<file path="config.mk">
export PLATFORM = sky130hd
export DESIGN_NAME = wca_lime_emu
export DESIGN_NICKNAME = d
export VERILOG_FILES = /design/src/rtl/wca_lime_pkg.sv /design/src/rtl/wca_lime_fifo.sv /design/src/rtl/wca_lime_emu.sv
export SDC_FILE = /design/constraint.sdc
export NUM_CORES = 1
export LEC_CHECK = 0
export CORE_MARGIN = 10
export CORE_UTILIZATION = 60
export CTS_BUF_LIST = sky130_fd_sc_hd__clkbuf_8
export DETAILED_ROUTE_END_ITERATION = 12
export GPL_TIMING_DRIVEN = 0
export PLACE_DENSITY = 0.88
export SLEW_MARGIN = 20
export SYNTH_ARGS = -nofsm -noshare
export SYNTH_HDL_FRONTEND = slang
export SYNTH_SLANG_ARGS = --single-unit
export TNS_END_PERCENT = 100
</file>
<file path="constraint.sdc">
create_clock -name clock -period 3.7 [get_ports clock]
set_input_delay 0.74 -clock clock [delete_from_list [all_inputs] [get_ports clock]]
set_output_delay 0.74 -clock clock [all_outputs]
set_load 0.02 [all_outputs]
</file>
<file path="src/rtl/wca_lime_pkg.sv">
// Shared types and constants for the Lime baseband interface emulator.
// Mode encodings, fixed RX pattern, IQ select polarity and TX capture states.
package wca_lime_pkg;

  typedef enum logic [1:0] {
    LIME_RX_LOOP  = 2'd0,
    LIME_RX_RAMP  = 2'd1,
    LIME_RX_FIXED = 2'd2,
    LIME_RX_ZERO  = 2'd3
  } lime_rx_mode_e;

  localparam logic [11:0] LIME_FIXED_I = 12'h100;
  localparam logic [11:0] LIME_FIXED_Q = 12'hF00;

  localparam logic IQSEL_I = 1'b1;

  typedef enum logic {
    TX_WAIT_I = 1'b0,
    TX_WAIT_Q = 1'b1
  } lime_tx_state_e;

  typedef struct packed {
    logic [11:0] q;
    logic [11:0] i;
  } iq_pair_t;

endpackage

</file>
<file path="src/rtl/wca_lime_fifo.sv">
// Single-clock 24-bit pair FIFO; head is readable combinationally, 1-cycle write-to-read.
// A write when full is refused unless a read happens on the same edge; a read+write always moves both pointers.
module wca_lime_fifo
  import wca_lime_pkg::*;
#(
  parameter int FIFO_DEPTH = 8
) (
  input  logic        clock,
  input  logic        reset,
  input  logic        i_wr_vld,
  input  logic [23:0] i_wr_dat,
  input  logic        i_rd_rdy,
  output logic [23:0] o_rd_dat,
  output logic        o_full,
  output logic        o_empty
);

  localparam int AW = (FIFO_DEPTH > 1) ? $clog2(FIFO_DEPTH) : 1;

  logic [23:0]   r_mem [FIFO_DEPTH];
  logic [AW-1:0] r_wr_ptr;
  logic [AW-1:0] r_rd_ptr;
  logic [AW:0]   r_count;
  logic          w_wr_ok;
  logic          w_rd_ok;

  assign o_full   = (r_count == (AW+1)'(FIFO_DEPTH));
  assign o_empty  = (r_count == '0);
  assign o_rd_dat = r_mem[r_rd_ptr];

  // A paired read+write on an empty FIFO lets the read pointer skip over the new entry.
  assign w_wr_ok = i_wr_vld && (!o_full || i_rd_rdy);
  assign w_rd_ok = i_rd_rdy && (!o_empty || i_wr_vld);

  always_ff @(posedge clock) begin
    if (w_wr_ok) begin
      r_mem[r_wr_ptr] <= i_wr_dat;
    end
  end

  always_ff @(posedge clock or posedge reset) begin
    if (reset) begin
      r_wr_ptr <= '0;
      r_rd_ptr <= '0;
      r_count  <= '0;
    end else begin
      if (w_wr_ok) begin
        r_wr_ptr <= r_wr_ptr + AW'(1);
      end
      if (w_rd_ok) begin
        r_rd_ptr <= r_rd_ptr + AW'(1);
      end
      r_count <= r_count + (AW+1)'(w_wr_ok) - (AW+1)'(w_rd_ok);
    end
  end

endmodule

</file>
<file path="src/rtl/wca_lime_emu.sv">
// Lime transceiver emulator: TX pair capture (strobe 1 cycle after Q), RX word generator, loopback FIFO; no backpressure.
// Framing error counter enabled by WCA_LIME_EMU_FRAMECHK_EN; otherwise frame_err_count is tied to 0.
module wca_lime_emu
  import wca_lime_pkg::*;
#(
  parameter int FIFO_DEPTH = 8
) (
  input  logic        clock,
  input  logic        reset,
  input  logic [1:0]  mode,
  input  logic        rf_txen,
  input  logic        rf_txiqsel,
  input  logic [11:0] rf_txdata,
  input  logic        rf_rxen,
  output logic        rf_rxiqsel,
  output logic [11:0] rf_rxdata,
  output logic [23:0] tx_iq,
  output logic        tx_strobe,
  output logic        fifo_overrun,
  output logic        fifo_underrun,
  output logic [7:0]  frame_err_count
);

  lime_rx_mode_e  w_mode;
  lime_tx_state_e r_tx_state;
  logic [11:0]    r_held_i;
  logic [23:0]    r_tx_iq;
  logic           r_tx_strobe;

  logic           r_rx_phase_q;
  logic           r_rxiqsel;
  logic [11:0]    r_rxdata;
  logic [11:0]    r_q_hold;
  logic [11:0]    r_ramp;
  logic           r_overrun;
  logic           r_underrun;

  logic           w_fifo_wr;
  logic           w_pop;
  logic           w_fetch;
  logic [23:0]    w_fifo_dat;
  logic           w_fifo_full;
  logic           w_fifo_empty;
  iq_pair_t       w_pair;

  assign w_mode = lime_rx_mode_e'(mode);

  always_ff @(posedge clock or posedge reset) begin
    if (reset) begin
      r_tx_state  <= TX_WAIT_I;
      r_held_i    <= '0;
      r_tx_iq     <= '0;
      r_tx_strobe <= 1'b0;
    end else begin
      r_tx_strobe <= 1'b0;
      if (!rf_txen) begin
        r_tx_state <= TX_WAIT_I;
      end else begin
        case (r_tx_state)
          TX_WAIT_I: begin
            if (rf_txiqsel == IQSEL_I) begin
              r_held_i   <= rf_txdata;
              r_tx_state <= TX_WAIT_Q;
            end
          end
          TX_WAIT_Q: begin
            // A repeated I word replaces the held one so the newest I pairs with the next Q.
            if (rf_txiqsel == IQSEL_I) begin
              r_held_i <= rf_txdata;
            end else begin
              r_tx_iq     <= {rf_txdata, r_held_i};
              r_tx_strobe <= 1'b1;
              r_tx_state  <= TX_WAIT_I;
            end
          end
          default: r_tx_state <= TX_WAIT_I;
        endcase
      end
    end
  end

  assign tx_iq     = r_tx_iq;
  assign tx_strobe = r_tx_strobe;

  assign w_fifo_wr = r_tx_strobe && (w_mode == LIME_RX_LOOP);
  assign w_fetch   = rf_rxen && !r_rx_phase_q;
  assign w_pop     = w_fetch && (w_mode == LIME_RX_LOOP);

  wca_lime_fifo #(
    .FIFO_DEPTH (FIFO_DEPTH)
  ) u_fifo (
    .clock    (clock),
    .reset    (reset),
    .i_wr_vld (w_fifo_wr),
    .i_wr_dat (r_tx_iq),
    .i_rd_rdy (w_pop),
    .o_rd_dat (w_fifo_dat),
    .o_full   (w_fifo_full),
    .o_empty  (w_fifo_empty)
  );

  always_comb begin
    w_pair = '0;
    case (w_mode)
      LIME_RX_LOOP:  w_pair = w_fifo_empty ? '0 : iq_pair_t'(w_fifo_dat);
      LIME_RX_RAMP:  w_pair = '{q: ~r_ramp, i: r_ramp};
      LIME_RX_FIXED: w_pair = '{q: LIME_FIXED_Q, i: LIME_FIXED_I};
      default:       w_pair = '0;
    endcase
  end

  // The Q word is latched with its I so a mode change mid-pair cannot split the pair.
  always_ff @(posedge clock or posedge reset) begin
    if (reset) begin
      r_rx_phase_q <= 1'b0;
      r_rxiqsel    <= 1'b0;
      r_rxdata     <= '0;
      r_q_hold     <= '0;
      r_ramp       <= '0;
      r_underrun   <= 1'b0;
    end else if (!rf_rxen) begin
      r_rx_phase_q <= 1'b0;
      r_rxiqsel    <= 1'b0;
      r_rxdata     <= '0;
    end else if (!r_rx_phase_q) begin
      r_rx_phase_q <= 1'b1;
      r_rxiqsel    <= IQSEL_I;
      r_rxdata     <= w_pair.i;
      r_q_hold     <= w_pair.q;
      if (w_mode == LIME_RX_RAMP) begin
        r_ramp <= r_ramp + 12'd1;
      end
      if (w_pop && w_fifo_empty) begin
        r_underrun <= 1'b1;
      end
    end else begin
      r_rx_phase_q <= 1'b0;
      r_rxiqsel    <= ~IQSEL_I;
      r_rxdata     <= r_q_hold;
    end
  end

  always_ff @(posedge clock or posedge reset) begin
    if (reset) begin
      r_overrun <= 1'b0;
    end else if (w_fifo_wr && w_fifo_full && !w_pop) begin
      r_overrun <= 1'b1;
    end
  end

  assign rf_rxiqsel    = r_rxiqsel;
  assign rf_rxdata     = r_rxdata;
  assign fifo_overrun  = r_overrun;
  assign fifo_underrun = r_underrun;

`ifdef WCA_LIME_EMU_FRAMECHK_EN
  logic       w_frame_err;
  logic [7:0] r_frame_err_cnt;

  assign w_frame_err = rf_txen &&
                       ((r_tx_state == TX_WAIT_I) ? (rf_txiqsel != IQSEL_I)
                                                  : (rf_txiqsel == IQSEL_I));

  always_ff @(posedge clock or posedge reset) begin
    if (reset) begin
      r_frame_err_cnt <= '0;
    end else if (w_frame_err && (r_frame_err_cnt != 8'hFF)) begin
      r_frame_err_cnt <= r_frame_err_cnt + 8'd1;
    end
  end

  assign frame_err_count = r_frame_err_cnt;
`else
  assign frame_err_count = 8'd0;
`endif

endmodule
</file>
; ---- After elaboration in Yosys (flattened, before gate mapping)
; Memory sizes are Yosys's and may differ from the RTL's.
; Cells that the tools add are included.
[word_totals]
register_bits = 87
ramBits = 192
word_cells = 60
mem_count = 1
[classes]
n_addsub = 5
eq_ne = 3
muxes = 14
n_bitwise = 3
n_reduce_logical = 21
[mem_list]
columns = name, depth, word_bits, read_ports, rd_clocked_by_memory_dff, wr, line_no
row1 = u_fifo.r_mem, 8, 24, 1, 0, 1, wca_lime_fifo.sv:20  ; logic [23:0] r_mem [FIFO_DEPTH];
[ops]
columns = cell, n
row1 = 24-bit one-hot mux with 3 select lines, 1
row2 = 12-bit two-way mux, 3
row3 = 24-bit two-way mux, 1
row4 = 12-bit by 1-bit adder with 12-bit output (second input constant), 1
row5 = 12-bit NOT, 1
row6 = 1-bit two-way mux, 9
row7 = 3-bit AND reduction, 3
row8 = 1-bit logical AND, 8
row9 = 3-bit by 1-bit adder with 3-bit output (second input constant), 2
row10 = 4-bit by 1-bit adder with 4-bit output, 1
row11 = 4-bit == test (second input constant), 1
row12 = 1-bit zero test, 4
row13 = 4-bit zero test, 1
row14 = 2-bit AND reduction, 2
row15 = 4-bit by 1-bit subtractor with 4-bit output, 1
row16 = 2-bit by 1-bit == test with 1-bit output (second input constant), 1
row17 = 2-bit == test (second input constant), 1
row18 = 2-bit zero test, 1
row19 = 1-bit logical OR, 2
row20 = 1-bit NOT, 2

; ---- Depth between registers and ports, before layout
; Gate-level depths: netlist of the first run.
[logic_depth]
word_depth = 7
mapped_depth = 10
ltp_nobuf = 10

; ---- Hierarchy
; A second synthesis of the first run with hierarchy kept.
[unflattened]
cells_unflattened = 664
area_unflattened_um2 = 11183.2
[modules_own_cells]
columns = mod, instances, cells_per_inst, area_each_um2, seq_area_each_um2
row1 = wca_lime_fifo, 1, 338, 7863.8, 6015.8
row2 = wca_lime_emu, 1, 326, 3319.4, 1926.8

; ---- Worst setup path after synthesis of the first run
; OpenSTA, ideal clock, no wires.
[synth_path]
path_kind = in2reg
from = input port mode[1]
to = memory u_fifo.r_mem[0][0] (enable)
arrival_time_ps = 3321
required_time_ps = 3265
path_slack_ps = -56
stages = 5
path_cell_list = or2_1 buf_2 a311oi_4 nand2b_2 nor3_1
[synth_via]
elab_chain_cells = 6
[synth_lines]
columns = item, line_no
row1 = "start, declared", wca_lime_emu.sv:10  ; input logic [1:0] mode,
row2 = 2-bit zero test (*), "wca_lime_emu.sv:85, wca_lime_emu.sv:87"
row3 = 1-bit logical AND, wca_lime_emu.sv:87  ; assign w_pop = w_fetch && (w_mode == LIME_RX_LOOP);
row4 = 1-bit logical OR, wca_lime_fifo.sv:32  ; assign w_wr_ok = i_wr_vld && (!o_full || i_rd_rdy);
row5 = 1-bit logical AND (*), wca_lime_fifo.sv:32
row6 = net u_fifo.w_wr_ok, wca_lime_fifo.sv:24  ; logic w_wr_ok;
row7 = 1-bit two-way mux (*), wca_lime_fifo.sv:36  ; if (w_wr_ok) begin
row8 = 1-bit two-way mux (implied by the code) (*), wca_lime_fifo.sv:37  ; r_mem[r_wr_ptr] <= i_wr_dat;
row9 = "end, declared", wca_lime_fifo.sv:20
; Mark *: on every way through the listed nets, which the timed path passes. The rest lies on a longest branch.

; ---- Worst setup path in the final report of the first run
[layout_path]
from = input port mode[1]
to = memory u_fifo.r_mem[4][2] (enable)
; The elaborated chain is that of the path after synthesis.

==> results of run 1 <==
[synthesized netlist by cell type (2+ instances only)]
library cell	instances
mux4_1	4
buf_6	4
buf_1	2
nand2b_1	4
nand3b_1	3
ha_1	9
nor2_1	8
nand2_1	118
nor3b_1	2
a22oi_1	8
o211ai_1	8
a21o_1	2
a222oi_1	11
o21ai_1	3
xor2_1	5
clkbuf_1	11
a21oi_1	7
and3_1	3
mux4_2	44
nand4_1	2
edfxtp_1	192
and4_1	2
mux2_2	15
nand3_1	3
buf_4	10
inv_1	15
buf_2	10
xnor2_1	12
dfrtp_1	87
o21ai_0	7
[registers in the layout (all words and copies together) (netlist names), 3 cells and up]
| register | count |
|---|---|
| r_q_hold | 12 |
| u_fifo.r_mem | 192 |
| tx_iq | 24 |
| u_fifo.r_wr_ptr | 3 |
| r_held_i | 12 |
| r_ramp | 12 |
| u_fifo.r_count | 4 |
| u_fifo.r_rd_ptr | 3 |
| rf_rxdata | 12 |
[how the worst min path moves through the flow]
stage,slack [ns],to,cells past startpoint,from
final,0.46,fifo_underrun,1,fifo_underrun
after global routing,0.51,fifo_underrun,1,fifo_underrun
after CTS,0.47,tx_iq[5],2,r_held_i[5]
after detailed placement,0.45,tx_iq[5],2,r_held_i[5]
after global placement,0.44,tx_iq[7],2,r_held_i[7]
after floorplan,0.43,tx_iq[0],2,r_held_i[0]
[area by class of cell]
cell class / count / area [µm²]
flip-flops and latches: 279 / 7940
fillers: 1003 / 5010
multi-input cells: 309 / 2780
repair buffers: 69 / 822
clock buffers: 50 / 688
well taps: 229 / 287
plain buffers: 38 / 239
clock inverters: 28 / 134
inverters: 16 / 62.6
[through the flow]
| step | util, % | setup TNS [ns] | hold slack, ns | instance area [µm²] |
|---|---|---|---|---|
| after CTS | 72.1 | 0 | 0.467 | 13000 |
| after floorplan | - | 0 | 0.433 | 11000 |
| final | 72.1 | 0 | 0.461 | 13000 |
| after global placement | 65.9 | -231.26 | 0.442 | 11800 |
| after detailed placement | 67.5 | 0 | 0.449 | 12100 |
| after global routing | 72.1 | 0 | 0.510 | 13000 |
[power by group]
| group | leakage, µW | internal [µW] | switching (µW) |
|---|---|---|---|
| registers | 0.00285 | 3680 | 330 |
| clock network | 0.000482 | 1250 | 1180 |
| logic | 0.00159 | 924 | 945 |
[cells by family (layout without fill, tap and decap cells)]
group	after synthesis	count (layout)	share of synthesized area, %
AOI/OAI and AO/OA	51	51	3.63
xor gates and xnor gates	17	17	1.36
adders and majority gates	10	10	1.21
buffers and inverters	54	201	2.74
DFF	279	279	72.6
muxes	66	66	11.9
other	1	8	0.0343
and+or+nand+nor	157	157	6.48
[per-layer routing]
| metal | vias up | track usage (%) |
|---|---|---|
| li1 | 2637 | - |
| met3 | 87 | 4.80 |
| met2 | 413 | 35.6 |
| met5 | - | 0 |
| met1 | 3238 | 27.6 |
| met4 | 0 | 9.40 |
==> summary.md, run 1 <==
| Metric | Value |
|---|---|
| Outcome | finished, final reports clean |
| Total Power | 8300 µW |
| #FFs+latches synth | around 280 |
| IO buf count | a little under 60 |
| Total die area | approximately 24000 µm² |
| Post-synth ARST share | a little under a third |
| Worst slew margin | 42.6% |
| Critical Path AT | roughly 3.3 ns |
| Post-synthesis sequential area ratio | 72.6% |
| WL final | between 20 and 30 mm |
| CP endpoint kind | flop |
| Dpl ws | 0.229 ns |
| Final Hold Viols | 0 |
| Post-synthesis cell type count | 54 |
| Largest net degree at the start of global routing | 47 |
| Worst-Margin Slew | 0.860 ns |
| DR WL met3 | between 2 and 2.5 mm |
| Top cell type's share of synthesized area | 52.7% |
| Clk_skew | 0.0198 ns |
| Period utilisation layout | between 80% and 90% |
| Drc violations | 0 |
| Clock buffer count from CTS | 43 |
| Reg2reg end | u_fifo.r_mem[4][2] |
| Via count | approximately 6400 |
| Number of antenna violations at the first check in global routing | 0 |
| Initial cell density of the core | 60.9% |
| Top_reg_cell synth | edfxtp_1 |
| Finish-stage setup viols | 0 |
| WL/cell | about 25 µm |
| Placed insts | 940 |
| Antenna fix cells | 0 |
| Cts repair resizes | 0 |
| Setup bufs post-CTS | 0 |
| Worst setup margin | 0.699 ns |
| Clock Tree Root | clkbuf_8 |
| Worst ir drop on vdd | roughly 0.00036 V |
| Die width | about 150 µm |
| # IOs | between 60 and 70 |
| CTS Buffer Depth | 3 |
| Max-slew violation count | 0 |
| Drt first pass iters | 6 |
| First-pass GRT wire length | approximately 40 mm |
| Critical Path Max Stage Delay | around 0.57 ns |
| Crit path capture | u_fifo.r_mem[4][2] |
| Die H | around 150 µm |
| Cell leakage power | 0.00493 µW |
| CP Launch Type | input port |
| Setup CP Type | in2reg |
| Mapped Cells | about 640 |
| WL met1 | 9.47 mm |
| Fmax | 333 MHz |
| Nets | roughly 800 |
| Met2 WL | about 13 mm |
| Yosys top cell by area | edfxtp_1 |
| Most frequent cells in the layout | edfxtp_1 (192), nand2_1 (118), dfrtp_1 (87) |
| Cell Count, Final, Fillers Out | a little over 1000 |
| Share of cells above drive strength 1 | roughly 22% |
| Post-synthesis instance area | between 10000 and 15000 µm² |
| Core Rows | 49 |
| Reg-to-Reg Start | rf_rxiqsel |
| Final GP Congestion | just over 0.8 |
| PwrDens | between 600 and 700 nW/µm² |
| CP max stage cell | nor2_4 |
| WP buf/inv | 3 |
| Clock Latency Late Sink | roughly 0.55 ns |
| Synth area leaders | edfxtp_1 (53%), dfrtp_1 (20%), mux4_2 (9.1%) |
| CP Data Required Time | approximately 4 ns |
| CTS tree | built |
| Gr usage total | 21.8% |
| Worst-path maximum fanout | 14 |
| Number of global-route vias before repair | around 6700 |
| RSZ-0062 raised after global routing | no |
| Crit. Startpoint | mode[1] |
| Hold Buf Count CTS | 0 |
| Iteration-0 DRC Markers | between 700 and 800 |
| Vias/cell | about 6.3 |
| Final min period | approximately 3 ns |
| Clock transition at path regs | about 0.060 ns |
| H-tree depth | 2 |
| EDFF count, synth | 192 |
| FF-to-FF setup slack | 0.95 ns |
| DP Wirelength | 16.9 mm |
| CTS sink count | approximately 280 |
| CP top delay family | simple AND/OR/NAND/NOR gates |
| Crit path cell chain | clkdlybuf4s50_1 > or2_1 > buf_2 > a311oi_4 > nand2b_2 > nor2_4 > buf_16 |
| Critical Path Stages | 7 |
| Grt ovf | 0 |
| Mean Syn Cell Area | 17.2 µm² |
| Commonest non-fill, non-tap cell in the layout | edfxtp_1 |
| Post-route ant nets | 0 |
| Synthesis-to-layout area growth | 18.5% |
| Core ar. | between 15000 and 20000 µm² |
| Yosys warning count | 0 |
| Class of the worst hold path | reg2reg |
| Max-Cap Viols | 0 |
| Max layer used | met4 |
| Worst R2R Path Depth | 7 |
(Power assumes the default switching activity.)
==> inputs of run 2 (changes only) <==
Settings changed: CORE_UTILIZATION 60 to 55, PLACE_DENSITY 0.88 to 0.86.
Clock period 3.7 ns to 2.6 ns, I/O delays scaled along.
==> summary.md, run 2 (synthesized netlist as in run 1, its figures left out) <==
| Metric | Value |
|---|---|
| Final min period | roughly 2.5 ns |
| Clock Tree Root | clkbuf_8 |
| Tightest hold margin | 0.427 ns (-0.0341 ns) |
| Dpl ws | -0.806 ns (-1.03 ns) |
| Commonest non-fill, non-tap cell in the layout | edfxtp_1 |
| Most frequent cells in the layout | edfxtp_1 (192), nand2_1 (118), dfrtp_1 (87) |
| Initial cell density of the core | 56.0% (-4.9 points) |
| Number of antenna violations at the first check in global routing | 0 (unchanged) |
| Largest net degree at the start of global routing | 35 (-26%) |
| # IOs | 67 (unchanged) |
| FF-to-FF setup slack | 0.10 ns (-0.85 ns) |
| Period utilisation layout | about 98% |
| Number of global-route vias before repair | 6788 (+1.2%) |
| Core ar. | 19500 µm² (+8.7%) |
| Largest reg by FF count | u_fifo.r_mem |
| Synthesis-to-layout area growth | 21.0% |
| Worst-Margin Slew | 0.847 ns (-0.0132 ns) |
| Total Power | 11900 µW (+44%) |
| DP Wirelength | 17.1 mm (+1.2%) |
| IO buf count | 58 (unchanged) |
| PwrDens | 903 nW/µm² (+41%) |
| Drt first pass iters | 5 (-1) |
| Die width | 161 µm (+3.9%) |
| Die H | 161 µm (+3.9%) |
| Flip-flop count of the largest register after layout | 192 (unchanged) |
| Iteration-0 DRC Markers | 652 (-15%) |
| Share of cells above drive strength 1 | 23.0% (+0.86 points) |
| Critical Path AT | 2.97 ns (-0.28 ns) |
| Worst slew margin | 43.5% (+0.88 points) |
| Vias/cell | 5.98 (-4.6%) |
| Clock Latency Late Sink | 0.54 ns (about the same) |
| Antenna fix cells | 0 (unchanged) |
| Core Rows | 51 (+4.1%) |
| WL final | 27.0 mm (+4.7%) |
| CTS sink count | 279 (unchanged) |
| WL/cell | 25.2 µm (-0.17%) |
| Post-route ant nets | 0 (unchanged) |
| CP Launch Type | input port |
| Grt ovf | 0 (unchanged) |
| Outcome | finished, final reports clean |
| H-tree depth | 2 (unchanged) |
| Nets | 798 (+1.7%) |
| First-pass GRT wire length | 41.6 mm (+4.2%) |
| Clock buffer count from CTS | 43 (unchanged) |
| Hold Buf Count CTS | 0 (unchanged) |
| Worst ir drop on vdd | 0.000568 V (+59%) |
| Max-Cap Viols | 0 (unchanged) |
| CTS Buffer Depth | 3 (unchanged) |
| Cell leakage power | 0.00505 µW (+2.5%) |
| Total die area | 25900 µm² (+7.9%) |
| Drc violations | 0 (unchanged) |
| Setup TNS | 0 ns (unchanged) |
| Fill cell count | 1222 (+22%) |
| Final Hold Viols | 0 (unchanged) |
| CP endpoint kind | flop |
| Clock transition at path regs | 0.06 ns (about the same) |
| CTS tree | built |
| Reg-to-Reg Start | u_fifo.r_count[2] |
| Worst setup margin | 0.0541 ns (-0.644 ns) |
| Worst-path maximum fanout | 10 (-4) |
| Final GP Congestion | 0.833 (+0.14%) |
| Final core utilization | 67.7% (-4.4 points) |
| Fmax | roughly 400 MHz |
| Via count | 6382 (+0.11%) |
| Gr usage total | 21.0% (-0.76 points) |
| Setup CP Type | in2reg |
| Max-slew violation count | 0 (unchanged) |
| Class of the worst hold path | in2async |
| Crit. Startpoint | mode[0] |
| Finish-stage setup viols | 0 (unchanged) |
| Clk_skew | 0.0177 ns (-0.00209 ns) |
| CP Data Required Time | 3.03 ns (-0.92 ns) |
## run 2: cell types whose count changed in the layout (fill, tap and decap cells not counted), sizes merged
cell    delta
inv        +2
clkinv     -2
buf       +13
clkbuf     -1
bufinv     +2
## run 2: worst paths after layout
check,end,depth (start not counted)
min in group clock,tx_iq[7],2
setup reg to reg,u_fifo.r_count[2],10
setup / recovery,u_fifo.r_count[2],10
hold / removal,r_ramp[0],2
hold reg to reg,tx_iq[7],2
max in group asynchronous,tx_strobe,3
## run 2: report_power, final
part / switching (µW) / internal (µW) / leakage [µW]
combinational: 1370 / 1320 / 0.00169
sequential: 472 / 5240 / 0.00285
clock: 1620 / 1920 / 0.000508
total: 3470 / 8480 / 0.00505
## run 2: routing by layer
metal	share of wire, %	GRT usage [%]
met5	0	0
met4	4.7	10.2
met3	7.6	5.08
met2	50	34.8
met1	38	25.6
## run 2: area by class of cell
| class | instances | area (µm²) | area share [%] |
|---|---|---|---|
| flip-flops and latches | 279 | 7940 | 60.1 |
| clock inverters | 30 | 171 | 1.30 |
| repair buffers | 82 | 998 | 7.55 |
| inverters | 16 | 63.8 | 0.483 |
| clock buffers | 49 | 674 | 5.10 |
| plain buffers | 38 | 240 | 1.82 |
| multi-input cells | 309 | 2800 | 21.2 |
| well taps | 265 | 332 | 2.51 |
## run 2: critical path, stage by stage
cell and delay [ns]:
clkdlybuf4s50_1 0.45, clkbuf_2 0.22, nor4b_4 0.35, a21boi_4 0.32, ha_1 0.27, inv_1 0.06, ha_1 0.17, inv_1 0.07
fa_1 0.39, xnor2_1 0.14
## run 2: through the flow
step	instances	area (µm²)
2_1_floorplan	642	11000
3_3_place_gp	965	11900
3_5_place_dp	977	12200
4_1_cts	1065	13200
5_1_grt	1068	13200
6_report	1068	13200
## run 2: what timing repair did
action	4_1_cts	5_1_grt
pin swaps	7	1
resized for setup	2	3
setup endpoints to repair	97	38
setup buffers	9	3
==> inputs of run 3 (changes only) <==
Settings changed: CORE_ASPECT_RATIO from default to 0.6, CORE_UTILIZATION 55 to 60, PLACE_DENSITY 0.86 to 0.88.
Clock period 2.6 ns to 2.5 ns, I/O delays scaled along.
==> summary.md, run 3 (synthesized netlist as in run 1, its figures left out) <==
| Metric | Value |
|---|---|
| Class of the worst hold path | in2async |
| WL final | 25.8 mm (-4.4%) |
| Number of global-route vias before repair | 6572 (-3.2%) |
| Worst-Margin Slew | 0.702 ns (-0.145 ns) |
| Commonest non-fill, non-tap cell in the layout | edfxtp_1 |
| CP top delay family | buffers and inverters |
| H-tree depth | 2 (unchanged) |
| Initial cell density of the core | 60.8% (+4.8 points) |
| Gr usage total | 21.1% (+0.033 points) |
| WL/cell | 24.8 µm (-1.8%) |
| Via count | 6314 (-1.1%) |
| RSZ-0062 raised after global routing | no |
| Reg-to-Reg Start | rf_rxiqsel |
| Clk_skew | 0.0278 ns (+0.0101 ns) |
| Dpl ws | -0.996 ns (-0.190 ns) |
| Die width | 194 µm (+21%) |
| CTS tree | built |
| Post-route ant nets | 0 (unchanged) |
| Share of cells above drive strength 1 | 23.3% (+0.24 points) |
| Flip-flop count of the largest register after layout | 192 (unchanged) |
| Crit. Startpoint | tx_iq[11] |
| Vias/cell | 6.08 (+1.7%) |
| CP Launch Type | flop |
| Outcome | finished, final reports clean |
| CTS sink count | 279 (unchanged) |
| PwrDens | 939 nW/µm² (+3.9%) |
| Number of antenna violations at the first check in global routing | 0 (unchanged) |
| Worst-path maximum fanout | 10 (unchanged) |
| Crit path cell chain | clkdlybuf4s50_1 |
| Worst slew margin | 53.2% (+9.7 points) |
| Finish-stage setup viols | 0 (unchanged) |
| Worst ir drop on vdd | 0.000544 V (-4.1%) |
| Largest net degree at the start of global routing | 36 (+2.9%) |
| First-pass GRT wire length | 39.3 mm (-5.5%) |
| Iteration-0 DRC Markers | 771 (+18%) |
| Max-slew violation count | 0 (unchanged) |
| Worst setup margin | 0.0995 ns (+0.0454 ns) |
| Drt first pass iters | 7 (+2) |
| Nets | 798 (unchanged) |
| Clock buffer count from CTS | 39 (-9.3%) |
| Setup TNS | 0 ns (unchanged) |
| # IOs | 67 (unchanged) |
| CTS Buffer Depth | 3 (unchanged) |
| Drc violations | 0 (unchanged) |
| Setup CP Type | reg2out |
| Clock transition at path regs | 0.06 ns (about the same) |
| Placed Instance Area | 12100 µm² (-1.1%) |
| WP buf/inv | 1 (-3) |
| Period utilisation layout | between 90% and 100% |
| Die H | 125 µm (-23%) |
| CP endpoint kind | output port |
| Critical Path AT | 1.90 ns (-1.07 ns) |
| Cell Count, Final, Fillers Out | 1039 (-2.7%) |
| Core Rows | 38 (-25%) |
| Fmax | 417 MHz |
| Antenna fix cells | 0 (unchanged) |
| Clock Latency Late Sink | 0.54 ns (about the same) |
| Final Hold Viols | 0 (unchanged) |
| DP Wirelength | 16.7 mm (-2.3%) |
| Synthesis-to-layout area growth | 20.2% |
| CP max stage cell | clkdlybuf4s50_1 |
| Critical Path Max Stage Delay | 0.72 ns (+0.27 ns) |
| Final Instance Area | 13100 µm² (-0.62%) |
| CP Data Required Time | 2.00 ns (-1.03 ns) |
| Clock Tree Root | clkbuf_8 |
| Max-Cap Viols | 0 (unchanged) |
| IO buf count | 58 (unchanged) |
| Final min period | 2.40 ns |
| Cell leakage power | 0.00503 µW (-0.31%) |
| Most frequent cells in the layout | edfxtp_1 (192), nand2_1 (118), dfrtp_1 (87) |
| Total die area | 24200 µm² (-6.6%) |
| Grt ovf | 0 (unchanged) |
| Final GP Congestion | 0.863 (+3.7%) |
| Hold Buf Count CTS | 0 (unchanged) |
| Largest reg by FF count | u_fifo.r_mem |
| Placed insts | 948 (-3.0%) |
| Core ar. | 18000 µm² (-8.0%) |
-- run 3: cell count changes in the layout (fill, tap and decap cells not counted), moves of 3 or more --
cell,before,now
clkbuf_8,49,46
clkinv_1,4,0
buf_4,17,21
buf_12,8,11
buf_8,4,1
nor2_4,6,9
buf_16,6,2
clkinv_2,5,1
-- run 3: per-layer routing --
metal | GRT usage, % | vias up | share of wire, %
li1 | - | 2672 | -
met1 | 29.0 | 3216 | 41
met2 | 31.5 | 385 | 45
met3 | 7.74 | 41 | 12
met4 | 4.87 | 0 | 1.7
met5 | 0 | - | 0
-- run 3: report_power, final --
group | total (µW) | switching (µW) | internal [µW]
logic | 2850 | 1450 | 1400
registers | 5950 | 508 | 5440
clock network | 3530 | 1650 | 1880
-- run 3: path summary, 6_finish.rpt --
path                                             to  slack (ns)  cells after the start
max in group asynchronous               r_held_i[0]        1.47                      5
worst max-delay path                      tx_iq[11]         0.1                      1
min in group clock                     rf_rxdata[8]        0.43                      2
worst max register to register  u_fifo.r_mem[6][16]         0.1                      8
worst min-delay path                   rf_rxdata[3]        0.20                      2
worst min register to register             tx_iq[3]        0.47                      2
-- run 3: stage by stage --
| stage | hold slack, ns | power [µW] | util [%] |
|---|---|---|---|
| 6_report | 0.200 | 12300 | 73.1 |
| 2_1_floorplan | 0.433 | 7750 | - |
| 3_5_place_dp | 0.453 | 8820 | 67.2 |
| 5_1_grt | 0.213 | 12800 | 73.1 |
| 3_3_place_gp | 0.440 | 8620 | 66.2 |
| 4_1_cts | 0.197 | 12300 | 72.2 |
-- run 3: repair_timing --
item                       4_1_cts  5_1_grt
setup endpoints to repair      149      175
resized for setup                7       10
pin swaps                        6        6
buffers inserted                 8        9
gates cloned                     3        0
-- run 3: final cells by class --
cell class	instances	area [µm²]
fill	1038	4830
clock inverter	25	156
clock buffer	46	633
multi-input combinational	312	2850
buffer	38	243
inverter	16	63.8
timing repair buffer	83	950
tap	240	300
sequential	279	7940
